### config.mk
export PLATFORM = sky130hd
export DESIGN_NAME = uart_rx
export DESIGN_NICKNAME = d
export VERILOG_FILES = /design/src/rtl/uart_rx.sv
export SDC_FILE = /design/constraint.sdc
export NUM_CORES = 1
export LEC_CHECK = 0
export CORE_ASPECT_RATIO = 2
export CORE_UTILIZATION = 51
export DETAILED_ROUTE_END_ITERATION = 7
export HOLD_SLACK_MARGIN = 0.08
export PLACE_DENSITY = 0.72
export RECOVER_POWER = 100
export SLEW_MARGIN = 25
export SYNTH_ARGS = -nofsm -noshare
export SYNTH_HDL_FRONTEND = slang
export SYNTH_SLANG_ARGS = --single-unit
### constraint.sdc
create_clock -name clk -period 4.9 [get_ports clk]
set_clock_uncertainty 0.05 [all_clocks]
set_input_delay 0.98 -clock clk [delete_from_list [all_inputs] [get_ports clk]]
set_output_delay 0.98 -clock clk [all_outputs]
set_load 0.01 [all_outputs]
### src/rtl/uart_rx.sv
// uart_rx: 8N1 serial receiver, 16x oversampled, one-deep valid/ready holding register.
// Define UART_RX_MAJORITY_EN to decide each bit by 2-of-3 majority around mid-bit.
module uart_rx #(
  parameter int unsigned CLOCK_FREQ = 16000000,
  parameter int unsigned BAUD       = 9600,
  parameter int unsigned WIDTH      = 8,
  parameter int unsigned OVERSAMPLE = 16
) (
  input  logic             clk,
  input  logic             rst,
  input  logic             rx_in,
  output logic [WIDTH-1:0] data_out,
  output logic             data_valid,
  input  logic             data_ready,
  output logic             frame_err,
  output logic             overrun,
  output logic             busy
);

  localparam int unsigned DIV = CLOCK_FREQ / (BAUD * OVERSAMPLE);
  localparam int unsigned DW  = $clog2(DIV) + 1;
  localparam int unsigned TW  = $clog2(OVERSAMPLE);
  localparam int unsigned BW  = $clog2(WIDTH) + 1;
`ifdef UART_RX_MAJORITY_EN
  // Decision tick is the last of the three samples, so bit boundaries shift by one tick.
  localparam int unsigned MID = OVERSAMPLE / 2;
`else
  localparam int unsigned MID = OVERSAMPLE / 2 - 1;
`endif
  localparam logic [DW-1:0] DIV_LAST = DW'(DIV - 1);
  localparam logic [TW-1:0] T_MID    = TW'(MID);
  localparam logic [TW-1:0] T_LAST   = TW'(OVERSAMPLE - 1);
  localparam logic [BW-1:0] B_LAST   = BW'(WIDTH - 1);

  typedef enum logic [2:0] {IDLE, START, DATA, STOP, BREAK} state_t;

  state_t           state, state_next;
  logic [1:0]       sync;
  logic             rx_s;
  logic [DW-1:0]    div_cnt;
  logic             tick;
  logic [TW-1:0]    tcnt;
  logic [BW-1:0]    bcnt;
  logic [WIDTH-1:0] shreg;
  logic             sample;
  logic             mid_start, mid_bit;
  logic             frame_good, frame_bad;

  always_ff @(posedge clk or posedge rst) begin
    if (rst) sync <= 2'b11;
    else     sync <= {sync[0], rx_in};
  end
  assign rx_s = sync[1];

  // Divider held at zero in IDLE so ticks are phase-aligned to the start edge.
  always_ff @(posedge clk or posedge rst) begin
    if (rst)                        div_cnt <= '0;
    else if (state == IDLE || tick) div_cnt <= '0;
    else                            div_cnt <= div_cnt + 1'b1;
  end
  assign tick = (div_cnt == DIV_LAST);

`ifdef UART_RX_MAJORITY_EN
  logic [1:0] hist;
  always_ff @(posedge clk or posedge rst) begin
    if (rst)       hist <= '1;
    else if (tick) hist <= {hist[0], rx_s};
  end
  always_comb sample = (hist[1] & hist[0]) | (hist[1] & rx_s) | (hist[0] & rx_s);
`else
  always_comb sample = rx_s;
`endif

  assign mid_start = tick && (tcnt == T_MID);
  assign mid_bit   = tick && (tcnt == T_LAST);

  always_ff @(posedge clk or posedge rst) begin
    if (rst) state <= IDLE;
    else     state <= state_next;
  end

  always_comb begin
    state_next = state;
    unique case (state)
      IDLE:    if (!rx_s) state_next = START;
      START:   if (mid_start) state_next = sample ? IDLE : DATA;
      DATA:    if (mid_bit && bcnt == B_LAST) state_next = STOP;
      STOP:    if (mid_bit) state_next = sample ? IDLE : BREAK;
      BREAK:   if (rx_s) state_next = IDLE;
      default: state_next = IDLE;
    endcase
  end

  always_comb begin
    busy       = (state != IDLE);
    frame_good = (state == STOP) && mid_bit && sample;
    frame_bad  = (state == STOP) && mid_bit && !sample;
  end

  always_ff @(posedge clk or posedge rst) begin
    if (rst) begin
      tcnt  <= '0;
      bcnt  <= '0;
      shreg <= '0;
    end else begin
      unique case (state)
        START: begin
          bcnt <= '0;
          if (tick) tcnt <= mid_start ? '0 : tcnt + 1'b1;
        end
        DATA, STOP: begin
          if (tick) tcnt <= (tcnt == T_LAST) ? '0 : tcnt + 1'b1;
          if (state == DATA && mid_bit) begin
            shreg <= {sample, shreg[WIDTH-1:1]};
            bcnt  <= bcnt + 1'b1;
          end
        end
        default: tcnt <= '0;
      endcase
    end
  end

  // A simultaneous accept frees the register, so the new byte loads without an overrun.
  always_ff @(posedge clk or posedge rst) begin
    if (rst) begin
      data_out   <= '0;
      data_valid <= 1'b0;
      frame_err  <= 1'b0;
      overrun    <= 1'b0;
    end else begin
      frame_err <= frame_bad;
      overrun   <= frame_good && data_valid && !data_ready;
      if (frame_good && (!data_valid || data_ready)) begin
        data_out   <= shreg;
        data_valid <= 1'b1;
      end else if (data_valid && data_ready) begin
        data_valid <= 1'b0;
      end
    end
  end

endmodule

# == Word level (Yosys, flattened, before mapping) ==
# Index checks and enable logic that the tools add are counted.
# totals
regBits,40
inputBits,4
out_inout_bits,12
wordCells,72
# op_classes
n_addsub,3
eq_ne,16
muxes,18
n_reduce_logical,25
# ops
cell,n
two-way mux 4 bit,5
two-way mux 3 bit,6
!= test 2 bit (second input constant),8
one-hot mux 4 bit (2 select lines),2
one-hot mux 3 bit (5 select lines),1
logical AND 1 bit,11
adder 4 x 1 -> 4 bit (second input constant),2
adder 8 x 1 -> 8 bit (second input constant),1
== test 4 x 3 -> 1 bit (second input constant),2
== test 8 x 7 -> 1 bit (second input constant),1
two-way mux 8 bit,1
== test 3 x 2 -> 1 bit (second input constant),2
AND reduction 2 bit,3
AND reduction 5 bit,1
== test 4 bit (second input constant),1
nonzero test 2 bit,2
== test 3 x 1 -> 1 bit (second input constant),1
== test 3 bit (second input constant),1
zero test 1 bit,3
zero test 3 bit,1
nonzero test 3 bit,1
logical OR 1 bit,2
two-way mux 1 bit,2
two-way mux 2 bit,1
OR reduction 2 bit,1

# == Logic depth before layout (Yosys ltp) ==
# Gate-level depths: netlist of run 1.
# logic_depth
depth_word,6
ltp_mapped,6
ltp_nobuf,5

# == Worst setup path after synthesis of run 1 ==
# Ideal clock, no wire load.
# synth_path
kind,register to output
from,register state[1]
to,output port busy
t_arrival_ns,1.021
t_required_ns,3.870
setup_slack_ns,2.849
stages_incl_launch_ff,3
path_buffers,1
cell_sequence,dfrtp_1 > clkbuf_1 > or3_1
# synth_between
elab_chain_len,1
# synth_rtl
item,line,source
from (decl),37,"state_t state, state_next;"
from (signal assigned),79,else state <= state_next;
nonzero test 3 bit,95,busy = (state != IDLE);
to (decl),17,output logic busy
# No other way between the ends.

# == Final worst setup path of run 1 ==
# Ends and elaborated chain as after synthesis.

==> impl_metrics.json, run 1 <==
{
  "status": "complete, no violations",
  "antenna_left": 0,
  "critPathMaxStageDelay_ps": 630,
  "io_pins": 16,
  "syn_inst": 177,
  "hold_buffers": 0,
  "wl_per_cell_um": 14.4,
  "drv_slew": 0,
  "grt_overflow": 0,
  "synth.area.top_cells": "dfrtp_1 (51%), nand2_1 (8.1%), mux2_4 (6.5%)",
  "crit_path_top_delay_cell": "dlygate4sd3_1",
  "drc": 0,
  "netlist_area_sq_um": 1860,
  "worstSetupStartpointType": "flop",
  "fin_setup_tns_ps": 0,
  "syn-num-nets": 184,
  "regToRegSetupSlack_ps": 2570,
  "worst_pin_slew_ps": 1130,
  "antennaDiodeCount": 0,
  "vias": 1285,
  "fillerInstances": 293,
  "die_h_um": 87.4,
  "firstDrtPassIters": 4,
  "dieArea_sq_um": 3910,
  "grt_pass1_vias": 1349,
  "period_share_pct": 59.9,
  "seqCellArea_sq_um": 1000,
  "clock-sinks": 40,
  "worstRegToRegCells": 5,
  "finalHoldViolations": 0,
  "min_path_cells": 0,
  "drt_wl_total_um": 3490,
  "synthDistinctLibCells": 39,
  "drive_gt1_share_pct": 8.25,
  "crit_chain": "or3_1 > dlygate4sd3_1",
  "numCtsBuffers": 5,
  "cts_setup_buffers": 0,
  "cts_root_buf": "clkbuf_8",
  "clk_transition_reported_paths_ps": 70,
  "period_minus_slack_ps": 2940,
  "multi_input_area_sq_um": 767,
  "grt_max_degree": 22,
  "htreeDepth": 2,
  "hpwl_um": 2590,
  "final_cell_mix": "nand2_1 (40), dfrtp_1 (38), nor2_1 (16)",
  "ys_ff_latch": 40,
  "maxSlewHeadroom_pct": 24.8,
  "die_w_um": 44.7,
  "cts_tree": "yes",
  "ctsLongestPathBuffers": 2,
  "worst-endpoint-required_ps": 3870,
  "power_density_nw_per_um2": 272,
  "area_growth_pct": 12.0,
  "yosysWarnings": 0,
  "worst_slack_ps": 1960,
  "cts.repair.resized": 0,
  "grt_pass1_wl_um": 6000,
  "start_util_pct": 54.4,
  "crit_path_end_kind": "output pin",
  "worstPathMaxFanout": 13,
  "vdd_ir_drop_max_v": 0.000207,
  "grtUsageTotal_pct": 21.3,
  "cap_violations": 0,
  "final_common_cell": "nand2_1",
  "seq_area_frac_synth_pct": 54.0,
  "rsz0062_at_grt": "false",
  "core_area_sq_um": 3420,
  "place.gp.congestion": 0.913,
  "final_util_pct": 61.0,
  "portBuffers": 15,
  "setup_viol": 0,
  "synth_top_area_share_pct": 51.1,
  "clk_latency_ps": 300,
  "critPathArrivalTime_ps": 1910,
  "path_class": "flop to output pin",
  "yosysTopAreaCell": "dfrtp_1",
  "num_rows": 30,
  "antenna_found_initial": 0,
  "avgSynthCellArea_sq_um": 10.5,
  "viasPerCell": 5.31,
  "pre_cts_ws_ps": 2420,
  "fmax_mhz": 340,
  "total_power_uw": 567,
  "p_leak_uw": 0.00102,
  "hold_class": "flop to flop",
  "finalNetCount": 200,
  "drt_iter0_markers": 24
}
## where the power goes
| group | switching (uW) | internal [uW] |
|---|---|---|
| registers | 0.922 | 331 |
| logic | 6.67 | 2.14 |
| clock network | 111 | 114 |
## final timing paths
kind,start,to
worst min register to register,sync[0]$_DFF_PP1_,sync[1]$_DFF_PP1_
max in group asynchronous,rst,shreg[1]$_DFFE_PP0P_
min in group asynchronous,rst,data_valid$_DFFE_PP0P_
worst min-delay path,sync[0]$_DFF_PP1_,sync[1]$_DFF_PP1_
worst max register to register,div_cnt[0]$_DFF_PP0_,bcnt[3]$_DFFE_PP0P_
worst max-delay path,state[1]$_DFFE_PP0P_,busy
## cells by family after synthesis
| family | share of synthesized area, % |
|---|---|
| buffers and inverters | 2.22 |
| XOR/XNOR | 3.77 |
| AND/OR/NAND/NOR | 26.2 |
| AO/OA/AOI/OAI | 5.38 |
| adder cells (fa/ha/maj) | 2.02 |
| multiplexers | 6.46 |
| flip-flops | 54.0 |
## cells in the mapped netlist
master     n
mux2_4     8
nand2_1   40
dfstp_2    2
nand4b_1   1
nor3_4     1
buf_2      3
a211oi_1   1
nand3_4    1
or2_2      1
clkbuf_1   2
nor3b_2    1
or4_1      1
a31oi_1    1
nand3_1   10
or3_1      1
nand4_2    1
and4_4     1
nor3_1     5
a22o_1     1
xnor2_1    3
dfrtp_1   38
and4_1     1
and2_1     2
inv_1      1
nand2b_1   2
and3_1     3
nand3b_1   3
nor2b_1    3
o211ai_1   1
a32oi_1    1
ha_1       3
a311oi_1   1
buf_4      2
o21ai_0    2
nor2_1    16
or3b_2     1
a31o_2     2
a21oi_1    5
xor2_1     5
## final cells by class
class | count | area share, %
clock inverter | 1 | 0.361
sequential | 40 | 48.2
tap | 48 | 2.88
timing repair buffer | 16 | 7.39
clock buffer | 7 | 4.15
multi-input combinational | 129 | 36.8
inverter | 1 | 0.180
## metrics by stage
step,hold WS [ps],cell area [sq um],instances
floorplan,295,1860,177
global placement,296,2040,234
detailed placement,298,2040,234
CTS,309,2130,242
global route,316,2080,242
finish,309,2080,242
## state kept, by name, summed over array words and instances (netlist names)
register    flops
bcnt            4
data_out        8
data_valid      1
div_cnt         8
frame_err       1
overrun         1
shreg           8
state           3
sync            2
tcnt            4
## layer usage
metal	share of wire [%]	vias to the layer above	global-route usage (%)	routed length [um]
met3	2.7	7	4.36	93
met2	59	18	40.2	2050
met5	0	-	0	0
met4	2.1	0	9.37	73
met1	36	624	21.0	1270
li1	-	636	-	-
## critical path, delay by kind of cell (launching register included)
kind	cells	cell delay, ps
flops	1	510
simple gates	1	470
buf+inv	1	630
Power figures use the tool's default switching activity.
==> run 2: changes to the inputs <==
==> constraint.sdc (replaced) <==
create_clock -name clk -period 2.8 [get_ports clk]
set_clock_uncertainty 0.05 [all_clocks]
set_input_delay 0.56 -clock clk [delete_from_list [all_inputs] [get_ports clk]]
set_output_delay 0.56 -clock clk [all_outputs]
set_load 0.01 [all_outputs]
==> run 2 against run 1 <==
Against the previous run: critical path depth unchanged; power is 73% higher; register-to-register slack lost 2000 ps; core utilization rose by 0.33 points; first-iteration DRC count rose by 17%; count of clock-buffer cells in the layout stayed put; non-clock buffer count rose by 1; combinational power rose by 73%; die area unchanged; hold slack hardly changed; worst setup slack got worse by 1700 ps; global-route usage down 0.76 points; highest routed layer unchanged.
==> impl_metrics.json, run 2 (same netlist as run 1, synthesis figures left out) <==
{
  "finalNetCount": 201,
  "clk_latency_ps": 280,
  "p_int_uw": 784,
  "grt_pass1_vias": 1382,
  "min_path_cells": 0,
  "antennaDiodeCount": 0,
  "place.gp.congestion": 0.907,
  "drive_gt1_share_pct": 9.23,
  "worstRegToRegCells": 5,
  "grt_max_degree": 41,
  "final_common_cell": "nand2_1",
  "hpwl_um": 2500,
  "antenna_found_initial": 0,
  "hold_class": "flop to flop",
  "period_share_pct": 89.2,
  "power_density_nw_per_um2": 469,
  "clock-sinks": 40,
  "critPathArrivalTime_ps": 1890,
  "io_pins": 16,
  "cts_root_buf": "clkbuf_8",
  "cts_setup_buffers": 0,
  "numCtsBuffers": 5,
  "rsz0062_at_grt": "false",
  "p_leak_uw": 0.00103,
  "dp.cells": 235,
  "ctsLongestPathBuffers": 2,
  "worst_pin_slew_ps": 964,
  "combPwrFrac_pct": 1.5,
  "viasPerCell": 5.42,
  "vias": 1318,
  "fmax_mhz": 400,
  "drt_iter0_markers": 28,
  "critical_path.startpoint": "state[1]$_DFFE_PP0P_",
  "grtUsageTotal_pct": 20.6,
  "worst-endpoint-required_ps": 2190,
  "die_w_um": 44.7,
  "portBuffers": 15,
  "regToRegSetupSlack_ps": 530,
  "finalHoldViolations": 0,
  "fin_setup_tns_ps": 0,
  "reg.largest.list": "data_out: 8 flops, div_cnt: 8 flops, shreg: 8 flops",
  "vdd_ir_drop_max_v": 0.000378,
  "drc": 0,
  "hold_end": "sync[1]$_DFF_PP1_",
  "htreeDepth": 2,
  "drt_wl_total_um": 3320,
  "layout.cells.non_filler": 243,
  "path_class": "flop to output pin",
  "worstSetupStartpointType": "flop",
  "cap_violations": 0,
  "hp-start": "sync[0]$_DFF_PP1_",
  "seq_power_share_pct": 59.2,
  "crit_path_end_kind": "output pin",
  "maxSlewHeadroom_pct": 35.7,
  "clockPowerShare_pct": 39.2,
  "wl_per_cell_um": 13.6,
  "final_util_pct": 61.3,
  "die_h_um": 87.4,
  "grt_pass1_wl_um": 5890,
  "drv_slew": 0,
  "worstReg2RegEnd": "data_out[2]$_DFFE_PP0P_",
  "clk_transition_reported_paths_ps": 70,
  "switching_power_uw": 198,
  "antenna_left": 0,
  "cts_tree": "yes",
  "r2r_start": "div_cnt[0]$_DFF_PP0_",
  "dieArea_sq_um": 3910,
  "period_minus_slack_ps": 2500,
  "area_growth_pct": 12.6,
  "cts.repair.resized": 0,
  "status": "complete, no violations",
  "start_util_pct": 54.4,
  "num_rows": 30,
  "firstDrtPassIters": 4,
  "core_area_sq_um": 3420,
  "worstPathMaxFanout": 13,
  "grt_overflow": 0,
  "fillerInstances": 291,
  "power.share.switching_pct": 20.2,
  "setup_viol": 0,
  "hold_buffers": 0,
  "final_cell_mix": "nand2_1 (40), dfrtp_1 (38), nor2_1 (16)"
}
run 2: cell types whose count changed in the layout (fill, tap and decap cells not counted):
cell	previous run	this run
clkbuf_2	0	1
nand4_1	1	0
nand4_2	0	1
run 2: final cells by class:
type / instances / area, sq um / area share, %
inverter: 1 / 3.75 / 0.179
clock inverter: 1 / 7.51 / 0.359
multi-input combinational: 129 / 773 / 36.9
clock buffer: 7 / 86.3 / 4.12
timing repair buffer: 17 / 159 / 7.59
sequential: 40 / 1000 / 47.9
tap: 48 / 60.1 / 2.87
run 2: power by group through the flow:
| stage | clock network (uW) | registers (uW) | logic, uW |
|---|---|---|---|
| 2_1_floorplan | 0 | 592 | 8.97 |
| 3_3_place_gp | 0 | 593 | 16.8 |
| 3_5_place_dp | 0 | 593 | 17.1 |
| 4_1_cts | 402 | 581 | 17.1 |
| 5_1_grt | 426 | 582 | 18.5 |
| 6_report | 386 | 582 | 15.2 |
run 2: worst max-delay path: stages, from the launching register on:
cell	delay, ps
dfrtp_1	510
or3_1	470
dlygate4sd3_1	630
run 2: metal layers:
| metal | GRT usage (%) | share of wire, % |
|---|---|---|
| met1 | 21.7 | 38 |
| met2 | 37.2 | 55 |
| met3 | 3.73 | 3.4 |
| met4 | 10.2 | 3.2 |
| met5 | 0 | 0 |
run 2: through the flow:
step	area, sq um	power, uW	hold WS, ps	worst slack [ps]
after floorplan	1860	601	295	1060
after global placement	2050	609	296	760
after detailed placement	2050	610	301	747
after global routing	2090	1030	314	220
after CTS	2140	1000	312	420
final	2090	982	309	301
run 2: worst max path at each step:
| stage | to | slack, ps | cells past startpoint |
|---|---|---|---|
| final | busy | 300 | 2 |
| after global routing | busy | 220 | 2 |
| after detailed placement | busy | 750 | 2 |
| after CTS | busy | 420 | 2 |
| after global placement | busy | 760 | 2 |
| after floorplan | data_out[0]$_DFFE_PP0P_ | 1060 | 6 |
